`src/rtl/seqdet_prog.sv`:
```
// Programmable serial pattern detector with per-bit masking, overlap control
// and a saturating match counter.
module seqdet_prog #(
    parameter int PAT_W = 5,
    parameter int CNT_W = 8
) (
    input  logic             Clk,
    input  logic             rst,
    input  logic             x,
    input  logic             x_valid,
    input  logic [PAT_W-1:0] pat,
    input  logic [PAT_W-1:0] pat_mask,
    input  logic             load,
    input  logic             overlap,
    input  logic             clr_cnt,
    output logic             y,
    output logic [CNT_W-1:0] match_cnt,
    output logic             armed
);

    localparam int FW = $clog2(PAT_W + 1);
    localparam logic [FW-1:0]    FILL_FULL = FW'(PAT_W);
    localparam logic [FW-1:0]    FILL_ONE  = FW'(1);
    localparam logic [CNT_W-1:0] CNT_MAX   = '1;
    localparam logic [CNT_W-1:0] CNT_ONE   = CNT_W'(1);

    typedef enum logic [1:0] {
        IDLE  = 2'd0,
        FILL  = 2'd1,
        ARMED = 2'd2
    } state_t;

    state_t           state;
    logic [PAT_W-1:0] hist;
    logic [PAT_W-1:0] pat_q;
    logic [PAT_W-1:0] mask_q;
    logic [FW-1:0]    fill;

    logic [PAT_W-1:0] hist_sh;
    logic [FW-1:0]    fill_inc;
    logic             hit;

    // NOTE: every signal gets a value on every path of always_comb, so no latch is inferred.
    always_comb begin
        hist_sh  = {hist[PAT_W-2:0], x};
        fill_inc = (fill == FILL_FULL) ? FILL_FULL : fill + FILL_ONE;
        hit      = x_valid && !load && (fill_inc == FILL_FULL) &&
                   (((hist_sh ^ pat_q) & mask_q) == '0);
    end

    // NOTE: sequential state uses non-blocking assignments so all registers update together.
    always_ff @(posedge Clk) begin
        if (rst) begin
            state     <= IDLE;
            hist      <= '0;
            fill      <= '0;
            pat_q     <= '0;
            mask_q    <= '1;
            y         <= 1'b0;
            match_cnt <= '0;
            armed     <= 1'b0;
        end else begin
            y <= hit;

            // Clear wins over a same-cycle match; y above still pulses.
            if (clr_cnt) begin
                match_cnt <= '0;
            end else if (hit && match_cnt != CNT_MAX) begin
                match_cnt <= match_cnt + CNT_ONE;
            end

            if (load) begin
                pat_q  <= pat;
                mask_q <= pat_mask;
                hist   <= '0;
                fill   <= '0;
                state  <= IDLE;
                armed  <= 1'b0;
            end else if (x_valid) begin
                hist <= hist_sh;
                if (hit && !overlap) begin
                    fill  <= '0;
                    state <= IDLE;
                    armed <= 1'b0;
                end else begin
                    fill  <= fill_inc;
                    armed <= (fill_inc == FILL_FULL);
                    state <= (fill_inc == FILL_FULL) ? ARMED : FILL;
                end
            end
        end
    end

endmodule

```
`config.mk`:
```
export PLATFORM = sky130hd
export DESIGN_NAME = seqdet_prog
export DESIGN_NICKNAME = d
export VERILOG_FILES = /design/src/rtl/seqdet_prog.sv
export SDC_FILE = /design/constraint.sdc
export NUM_CORES = 1
export LEC_CHECK = 0
export ABC_CLOCK_PERIOD_IN_PS = 3700
export CORE_UTILIZATION = 52
export DETAILED_ROUTE_END_ITERATION = 12
export GPL_TIMING_DRIVEN = 1
export PLACE_DENSITY_LB_ADDON = 0.25
export SLEW_MARGIN = 25
export SYNTH_ARGS = -nofsm -noshare
export SYNTH_HDL_FRONTEND = slang
export SYNTH_SLANG_ARGS = --single-unit
```
`constraint.sdc`:
```
create_clock -name Clk -period 3.7 [get_ports Clk]
set_input_delay 0.925 -clock Clk [delete_from_list [all_inputs] [get_ports Clk]]
set_output_delay 0.925 -clock Clk [all_outputs]
set_load 0.02 [all_outputs]
```
# After elaboration in Yosys (flattened, before gate mapping)
# Cells that the tools add are included.
# totals
regBits	27
input_bits	17
out_inout_bits	10
# op_classes
add_sub_neg	2
eq_ne	3
n_mux	3
bitwise_logic	2
n_reduce_logical	10
# ops
operator	n
adder 8 x 1 -> 8 bit, second input constant	1
inequality test 8 bit, second input constant	1
== test 3 bit, second input constant	2
two-way mux 3 bit	2
AND 5 bit	1
logical AND 1 bit	5
logical NOT 5 bit	1
bitwise XOR 5 bit	1
OR reduction 2 bit	2
adder 3 x 1 -> 3 bit, second input constant	1
logical NOT 1 bit	2
two-way mux 1 bit	1

# Depth between registers and ports, before layout
# Gate-level depths: netlist of the first run.
# logic_depth
ltp_word	7
mapped_depth	7

# Worst setup path after synthesis of the first run
# OpenSTA, ideal clock, no wires.
# synth_path
kind	in2reg
start	input x_valid
end	register match_cnt[3]
arrival_ps	2062
required_ps	3630
path_slack_ps	1568
stages	6
path_buffers	1
cell_sequence	buf_6 > nand4bb_4 > a21oi_2 > nand3_2 > or4_1 > a21oi_1
# synth_via
elab_chain_len	4
# synth_rtl
item	line_no	text
from (decl)	10	input logic x_valid,
logical AND 1 bit (3 in a row)	47	hit = x_valid && !load && (fill_inc == FILL_FULL) &&
logical AND 1 bit	68	end else if (hit && match_cnt != CNT_MAX) begin
to (signal assigned)	69	match_cnt <= match_cnt + CNT_ONE;
to (decl)	17	output logic [CNT_W-1:0] match_cnt,
# Every way passes these cells.
# A chain may end at the register's enable or synchronous reset.

# Final worst setup path of the first run
# layout_path
start	input x_valid
end	register match_cnt[4]
# Same word-level chain as after synthesis.

==> impl_metrics.env, run 1 <==
export IMPL_synth_top_area_share=0.445
export IMPL_p_int_uw=372
export IMPL_nNetsFinal=171
export IMPL_num_antenna_cells=0
export IMPL_ff2ff_setup_slack_ps=1830
export IMPL_cellLeakagePower_nw=0.542
export IMPL_final_period_utilization=0.735
export IMPL_cts_path_max_buffers=2
export IMPL_worst_skew_pair_late_latency_ps=320
export IMPL_synth_top_area_cell="dfxtp_1"
export IMPL_worst_slew_pin_slew_ps=578
export IMPL_die_area_um2=2530
export IMPL_grt_first_pass_wirelength_um=4000
export IMPL_firstDrtPassIters=5
export IMPL_fill_cells=191
export IMPL_vias_per_cell=5.51
export IMPL_tns_ps=0
export IMPL_synth_area_per_cell_um2=9.49
export IMPL_startpoint_type="primary input"
export IMPL_ys_warn_count=0
export IMPL_hpwl_um=1720
export IMPL_seq_area_frac_synth=0.445
export IMPL_cts_resized=0
export IMPL_hold_violations=0
export IMPL_cts_buffers=3
export IMPL_ys_flop_type="dfxtp_1"
export IMPL_arrival_ps=2980
export IMPL_utilization=0.682
export IMPL_cts_setup_buffers=0
export IMPL_die_w_um=50.3
export IMPL_numPortBuffers=26
export IMPL_synthDistinctLibCells=32
export IMPL_area_growth_pct=24.2
export IMPL_clk_pin_slew_worst_paths_ps=140
export IMPL_async_flop_share=0
export IMPL_grt_start_max_net_pins=18
export IMPL_syn_area_um2=1210
export IMPL_power_share_clock=0.262
export IMPL_p_switching_uw=112
export IMPL_relSlewSlack=0.613
export IMPL_r2r_cells=5
export IMPL_slew_violations=0
export IMPL_multi_input_area_um2=636
export IMPL_p_seq_frac=0.631
export IMPL_cts_hold_buf=0
export IMPL_gr_total_overflow=0
export IMPL_final_seq_area_um2=541
export IMPL_hold_depth=2
export IMPL_power_density_nw_per_um2=320
export IMPL_gp_congestion=0.822
export IMPL_track_usage=0.210
export IMPL_cts_tree="yes"
export IMPL_power_frac_comb=0.107
export IMPL_vdd_ir_drop_max_uv=213
export IMPL_cts_root_buffer="clkbuf_4"
export IMPL_r2r_start="hist[0]$_SDFFE_PP0P_"
export IMPL_cp_data_required_time_ps=3960
export IMPL_rows=17
export IMPL_holdPathEnd="armed$_SDFFE_PP0P_"
export IMPL_path_buf_inv=1
export IMPL_dr_total_vias=991
export IMPL_worst_slack_ps=981
export IMPL_cpMaxStageDelayCell="clkdlybuf4s50_1"
export IMPL_drt_iter0_drc=17
export IMPL_min_period_ps=2720
export IMPL_ys_ff_latch=27
export IMPL_finClkSkew_ps=4.37
export IMPL_setup_viol=0
export IMPL_crit_chain="clkdlybuf4s50_1 > nand4bb_4 > a21oi_2 > nand3_2 > or4_1 > a21oi_1"
export IMPL_synth_edf_count=0
export IMPL_grt_pass1_vias=931
export IMPL_num_io_pins=27
export IMPL_start_util=0.549
export IMPL_synthCells=128
export IMPL_path_max_fanout=17
export IMPL_design_core_area_um2=2210
export IMPL_cap_violations=0
export IMPL_wirelength_um=2320
export IMPL_max_freq_mhz=368
export IMPL_hold_class="reg -> reg"
export IMPL_drive_above_1_share=0.0789
export IMPL_cts_max_level=1
export IMPL_antenna_found_initial=0
export IMPL_hold_start="armed$_SDFFE_PP0P_"
export IMPL_r2r_end="match_cnt[4]$_SDFFE_PP0P_"
export IMPL_cpPeakStageDelay_ps=760
export IMPL_drtAntennaViolNets=0
export IMPL_wire_per_inst_um=12.9
export IMPL_worst_setup_path_end_kind="flop"
export IMPL_sw_frac_of_total=0.231
export IMPL_die_y_um=50.3
export IMPL_synth_area_top_cells="dfxtp_1 (44%), mux2i_1 (7.4%), nor2_1 (4.6%), xor2_1 (4.3%), a21oi_1 (4.1%)"
export IMPL_rsz0062_at_grt="false"
export IMPL_synthesis_nets=146
export IMPL_critPathTopFamily="simple AND/OR/NAND/NOR gates"
export IMPL_post_place_ws_ps=670
export IMPL_cts_sinks=27
export IMPL_drc=0
export IMPL_crit_type="in -> reg"
export IMPL_status="finished, final reports clean"
==> how the worst max path moves through the flow <==
| stage | cells after the start | slack [ps] | end | start |
|---|---|---|---|---|
| finish | 6 | 980 | match_cnt[4]$_SDFFE_PP0P_ | x_valid |
| global route | 6 | 830 | match_cnt[5]$_SDFFE_PP0P_ | x_valid |
| CTS | 6 | 1000 | match_cnt[4]$_SDFFE_PP0P_ | x_valid |
| detailed placement | 6 | 670 | match_cnt[3]$_SDFFE_PP0P_ | x_valid |
| global placement | 6 | 710 | match_cnt[5]$_SDFFE_PP0P_ | x_valid |
| floorplan | 6 | 1570 | match_cnt[3]$_SDFFE_PP0P_ | x_valid |
==> power groups by stage <==
stage / registers [mW] / clock network [mW] / logic (mW)
2_1_floorplan: 0.310 / 0 / 0.0299
3_3_place_gp: 0.311 / 0 / 0.0501
3_5_place_dp: 0.311 / 0 / 0.0516
4_1_cts: 0.305 / 0.129 / 0.0519
5_1_grt: 0.306 / 0.140 / 0.0568
6_report: 0.305 / 0.127 / 0.0518
==> sequential cells by signal, indices dropped and copies added (netlist names) <==
name / cells
hist: 4
y: 1
match_cnt: 8
fill: 3
pat_q: 5
armed: 1
mask_q: 5
==> area by class of cell <==
cell class / instances / area share
Clock buffer: 4 / 0.0174
Inverter: 1 / 0.00249
Multi-Input combinational cell: 93 / 0.421
Sequential cell: 27 / 0.358
Tap cell: 28 / 0.0232
Timing Repair Buffer: 27 / 0.177
==> through the flow <==
step                      power (mW)  instances  hold slack (ps)  cell area, µm²
after detailed placement       0.363        176              468            1480
after global placement         0.361        176              467            1480
after CTS                      0.486        180              487            1510
final                          0.483        180              484            1510
after global routing           0.502        180              520            1510
after floorplan                0.340        128              468            1210
==> Yosys cell counts, types with 2 or more instances <==
| master | count |
|---|---|
| dfxtp_1 | 27 |
| nor2_1 | 15 |
| a21oi_1 | 10 |
| mux2i_1 | 9 |
| nor2b_1 | 6 |
| xor2_1 | 6 |
| a211o_1 | 5 |
| clkbuf_1 | 4 |
| nand2_1 | 4 |
| nor3_1 | 4 |
| o31ai_1 | 4 |
| or4_1 | 4 |
| nand3_1 | 3 |
| o21ai_0 | 3 |
| or2_2 | 3 |
| a22oi_2 | 2 |
| and4_1 | 2 |
| nand4_1 | 2 |
| or3_1 | 2 |
==> layout by cell type, fill, tap and decap left out, types with 2 or more instances in the layout <==
cell type and instances:
a21oi_1 10, clkdlybuf4s50_1 26, or3_1 2, nand2_1 4, xor2_1 6, nor2b_1 6
mux2i_1 9, nor3_1 4, o31ai_1 4, a22oi_2 2, and4_1 2, nand3_1 3
nand4_1 2, a211o_1 5, or2_2 3, or4_1 4, dfxtp_1 27, clkbuf_4 3
o21ai_0 3, nor2_1 15
==> cell families (layout without fill, tap and decap cells) <==
family / count (synthesis) / after routing / synth area share
adder cells (fa/ha/maj): 1 / 1 / 0.0103
AO/OA/AOI/OAI: 26 / 26 / 0.148
buffers and inverters: 8 / 32 / 0.0319
XOR/XNOR: 6 / 6 / 0.0433
AND/OR/NAND/NOR: 51 / 51 / 0.247
multiplexers: 9 / 9 / 0.0742
flip-flops: 27 / 27 / 0.445
==> worst min-delay path: cells and delay by family, from the launching register on <==
kind	cells	cell delay (ps)
simple gates	1	70
flops	1	340
compound gates	1	50
==> per-layer routing <==
metal  global-route usage  vias to the layer above  share of wire
li1                     -                      508              -
met1                0.281                      460           0.48
met2                0.329                       21           0.47
met3               0.0515                        2          0.042
met4               0.0694                        0         0.0069
met5                    0                        -              0
(Power assumes the default switching activity.)
==> inputs of run 2 (changes only) <==
--- a/config.mk
+++ b/config.mk
@@ -5,8 +5,8 @@
 export SDC_FILE = /design/constraint.sdc
 export NUM_CORES = 1
 export LEC_CHECK = 0
-export ABC_CLOCK_PERIOD_IN_PS = 3700
-export CORE_UTILIZATION = 52
+export ABC_CLOCK_PERIOD_IN_PS = 2500
+export CORE_UTILIZATION = 44
 export DETAILED_ROUTE_END_ITERATION = 12
 export GPL_TIMING_DRIVEN = 1
 export PLACE_DENSITY_LB_ADDON = 0.25
==> constraint.sdc (replaced) <==
create_clock -name Clk -period 2.5 [get_ports Clk]
set_input_delay 0.625 -clock Clk [delete_from_list [all_inputs] [get_ports Clk]]
set_output_delay 0.625 -clock Clk [all_outputs]
set_load 0.02 [all_outputs]
==> run 2 against run 1 <==
Combinational power rose by 53%. Setup slack got worse by 630 ps. Sequential share of layout area is 0.58 points lower. Total power is 48% higher. Largest cell class unchanged. Largest power group unchanged. Highest routed layer unchanged.
==> impl_metrics.env, run 2 (same netlist as run 1, synthesis figures left out) <==
export IMPL_status="finished, final reports clean"
export IMPL_drt_iter0_drc=25
export IMPL_r2r_start="hist[0]$_SDFFE_PP0P_"
export IMPL_die_y_um=54.5
export IMPL_holdPathEnd="armed$_SDFFE_PP0P_"
export IMPL_layout_commonest_cell="dfxtp_1"
export IMPL_cpMaxStageDelayCell="or4_1"
export IMPL_critPathTopFamily="simple AND/OR/NAND/NOR gates"
export IMPL_r2r_end="match_cnt[3]$_SDFFE_PP0P_"
export IMPL_hold_depth=2
export IMPL_hold_violations=0
export IMPL_start_util=0.477
export IMPL_wirelength_um=2490
export IMPL_cap_violations=0
export IMPL_fill_cells=232
export IMPL_area_growth_pct=26.3
export IMPL_arrival_ps=2410
export IMPL_post_place_ws_ps=12.3
export IMPL_cts_setup_buffers=0
export IMPL_gr_total_overflow=0
export IMPL_worst_slew_pin_slew_ps=647
export IMPL_die_w_um=54.5
export IMPL_final_cell_mix="dfxtp_1 (27), clkdlybuf4s50_1 (26), nor2_1 (15)"
export IMPL_cts_sinks=27
export IMPL_cp_data_required_time_ps=2760
export IMPL_utilization=0.603
export IMPL_die_area_um2=2980
export IMPL_worst_skew_pair_late_latency_ps=310
export IMPL_grt_first_pass_wirelength_um=4200
export IMPL_tns_ps=0
export IMPL_instances_no_fill=185
export IMPL_cts_tree="yes"
export IMPL_clk_pin_slew_worst_paths_ps=140
export IMPL_worst_slack_ps=347
export IMPL_min_period_ps=2150
export IMPL_hpwl_um=1940
export IMPL_relSlewSlack=0.567
export IMPL_placed_cell_area_um2=1510
export IMPL_crit_type="in -> reg"
export IMPL_path_max_fanout=13
export IMPL_top_register="match_cnt"
export IMPL_gp_congestion=0.775
export IMPL_firstDrtPassIters=4
export IMPL_cts_buffers=3
export IMPL_grt_busiest_layer="met2"
export IMPL_largest_reg_flops=8
export IMPL_hold_class="reg -> reg"
export IMPL_slew_violations=0
export IMPL_max_freq_mhz=465
export IMPL_drive_above_1_share=0.0968
export IMPL_largestRegisters="match_cnt x8, mask_q x5, pat_q x5"
export IMPL_final_period_utilization=0.861
export IMPL_cts_resized=0
export IMPL_design_core_area_um2=2540
export IMPL_num_antenna_cells=0
export IMPL_power_density_nw_per_um2=466
export IMPL_cpPeakStageDelay_ps=570
export IMPL_vdd_ir_drop_max_uv=400
export IMPL_grt_pass1_vias=946
export IMPL_cts_hold_buf=0
export IMPL_worst_setup_path_end_kind="flop"
export IMPL_finClkSkew_ps=1.32
export IMPL_dp_cells=181
export IMPL_path_buf_inv=1
export IMPL_numPortBuffers=26
export IMPL_wire_per_inst_um=13.5
export IMPL_cts_root_buffer="clkbuf_4"
export IMPL_p_total_uw=715
export IMPL_final_area_um2=1530
export IMPL_crit_chain="clkdlybuf4s50_1 > nand4bb_4 > a21oi_2 > nand3_2 > or4_1 > a21oi_1"
export IMPL_cellLeakagePower_nw=0.556
export IMPL_hold_start="armed$_SDFFE_PP0P_"
export IMPL_num_io_pins=27
export IMPL_holdWs_ps=488
export IMPL_vias_per_cell=5.46
export IMPL_rsz0062_at_grt="false"
export IMPL_rows=18
export IMPL_cts_max_level=1
export IMPL_use_met2=0.317
export IMPL_grt_start_max_net_pins=17
export IMPL_dr_total_vias=1011
export IMPL_track_usage=0.200
export IMPL_cts_path_max_buffers=2
export IMPL_drc=0
export IMPL_use_met1=0.269
export IMPL_setup_viol=0
export IMPL_antenna_found_initial=0
export IMPL_met3_usage=0.0278
export IMPL_drtAntennaViolNets=0
export IMPL_ff2ff_setup_slack_ps=690
export IMPL_nNetsFinal=174
export IMPL_r2r_cells=5
export IMPL_startpoint_type="primary input"
==> run 2: changes by cell type in the layout (fill, tap and decap cells not counted) <==
cell	change
buf_4	+3
==> run 2: final cells by class <==
class,instances,area (µm²),area share
multi-input cells,93,636,0.414
well taps,30,37.5,0.0245
clock buffers,4,26.3,0.0171
flip-flops and latches,27,541,0.352
inverters,1,3.75,0.00245
repair buffers,30,290,0.189
==> run 2: worst max-delay path by stage <==
stage | startpoint | end | slack (ps) | cells past startpoint
floorplan | x_valid | match_cnt[3]$_SDFFE_PP0P_ | 670 | 6
global placement | x_valid | match_cnt[3]$_SDFFE_PP0P_ | 80 | 6
detailed placement | load | match_cnt[3]$_SDFFE_PP0P_ | 10 | 6
CTS | x_valid | match_cnt[3]$_SDFFE_PP0P_ | 350 | 6
global route | load | match_cnt[3]$_SDFFE_PP0P_ | 260 | 6
finish | load | match_cnt[3]$_SDFFE_PP0P_ | 350 | 6
==> run 2: power breakdown <==
part	switching [mW]	leakage, nW	total, mW	internal [mW]
Sequential	0.00859	0.220	0.451	0.443
Combinational	0.0325	0.321	0.0795	0.0470
Clock	0.122	0.0150	0.184	0.0623
Total	0.163	0.556	0.715	0.552
==> run 2: per-layer routing <==
layer,vias up,share of wire
li1,514,-
met1,472,0.48
met2,23,0.48
met3,2,0.033
met4,0,0.0076
met5,-,0
==> run 2: worst reg2reg max path, delay by kind of cell, from the launching register on <==
kind,cells,cell delay (ps)
flops,1,360
simple gates,2,810
compound gates,2,410
xor+xnor,1,170
==> inputs of run 3 (changes only) <==
--- a/config.mk
+++ b/config.mk
@@ -10,6 +10,7 @@
 export DETAILED_ROUTE_END_ITERATION = 12
 export GPL_TIMING_DRIVEN = 1
 export PLACE_DENSITY_LB_ADDON = 0.25
+export SETUP_SLACK_MARGIN = 0.05
 export SLEW_MARGIN = 25
 export SYNTH_ARGS = -nofsm -noshare
 export SYNTH_HDL_FRONTEND = slang
==> results of run 3 <==
Final layout, timing and power as in run 2 (identical DEF).
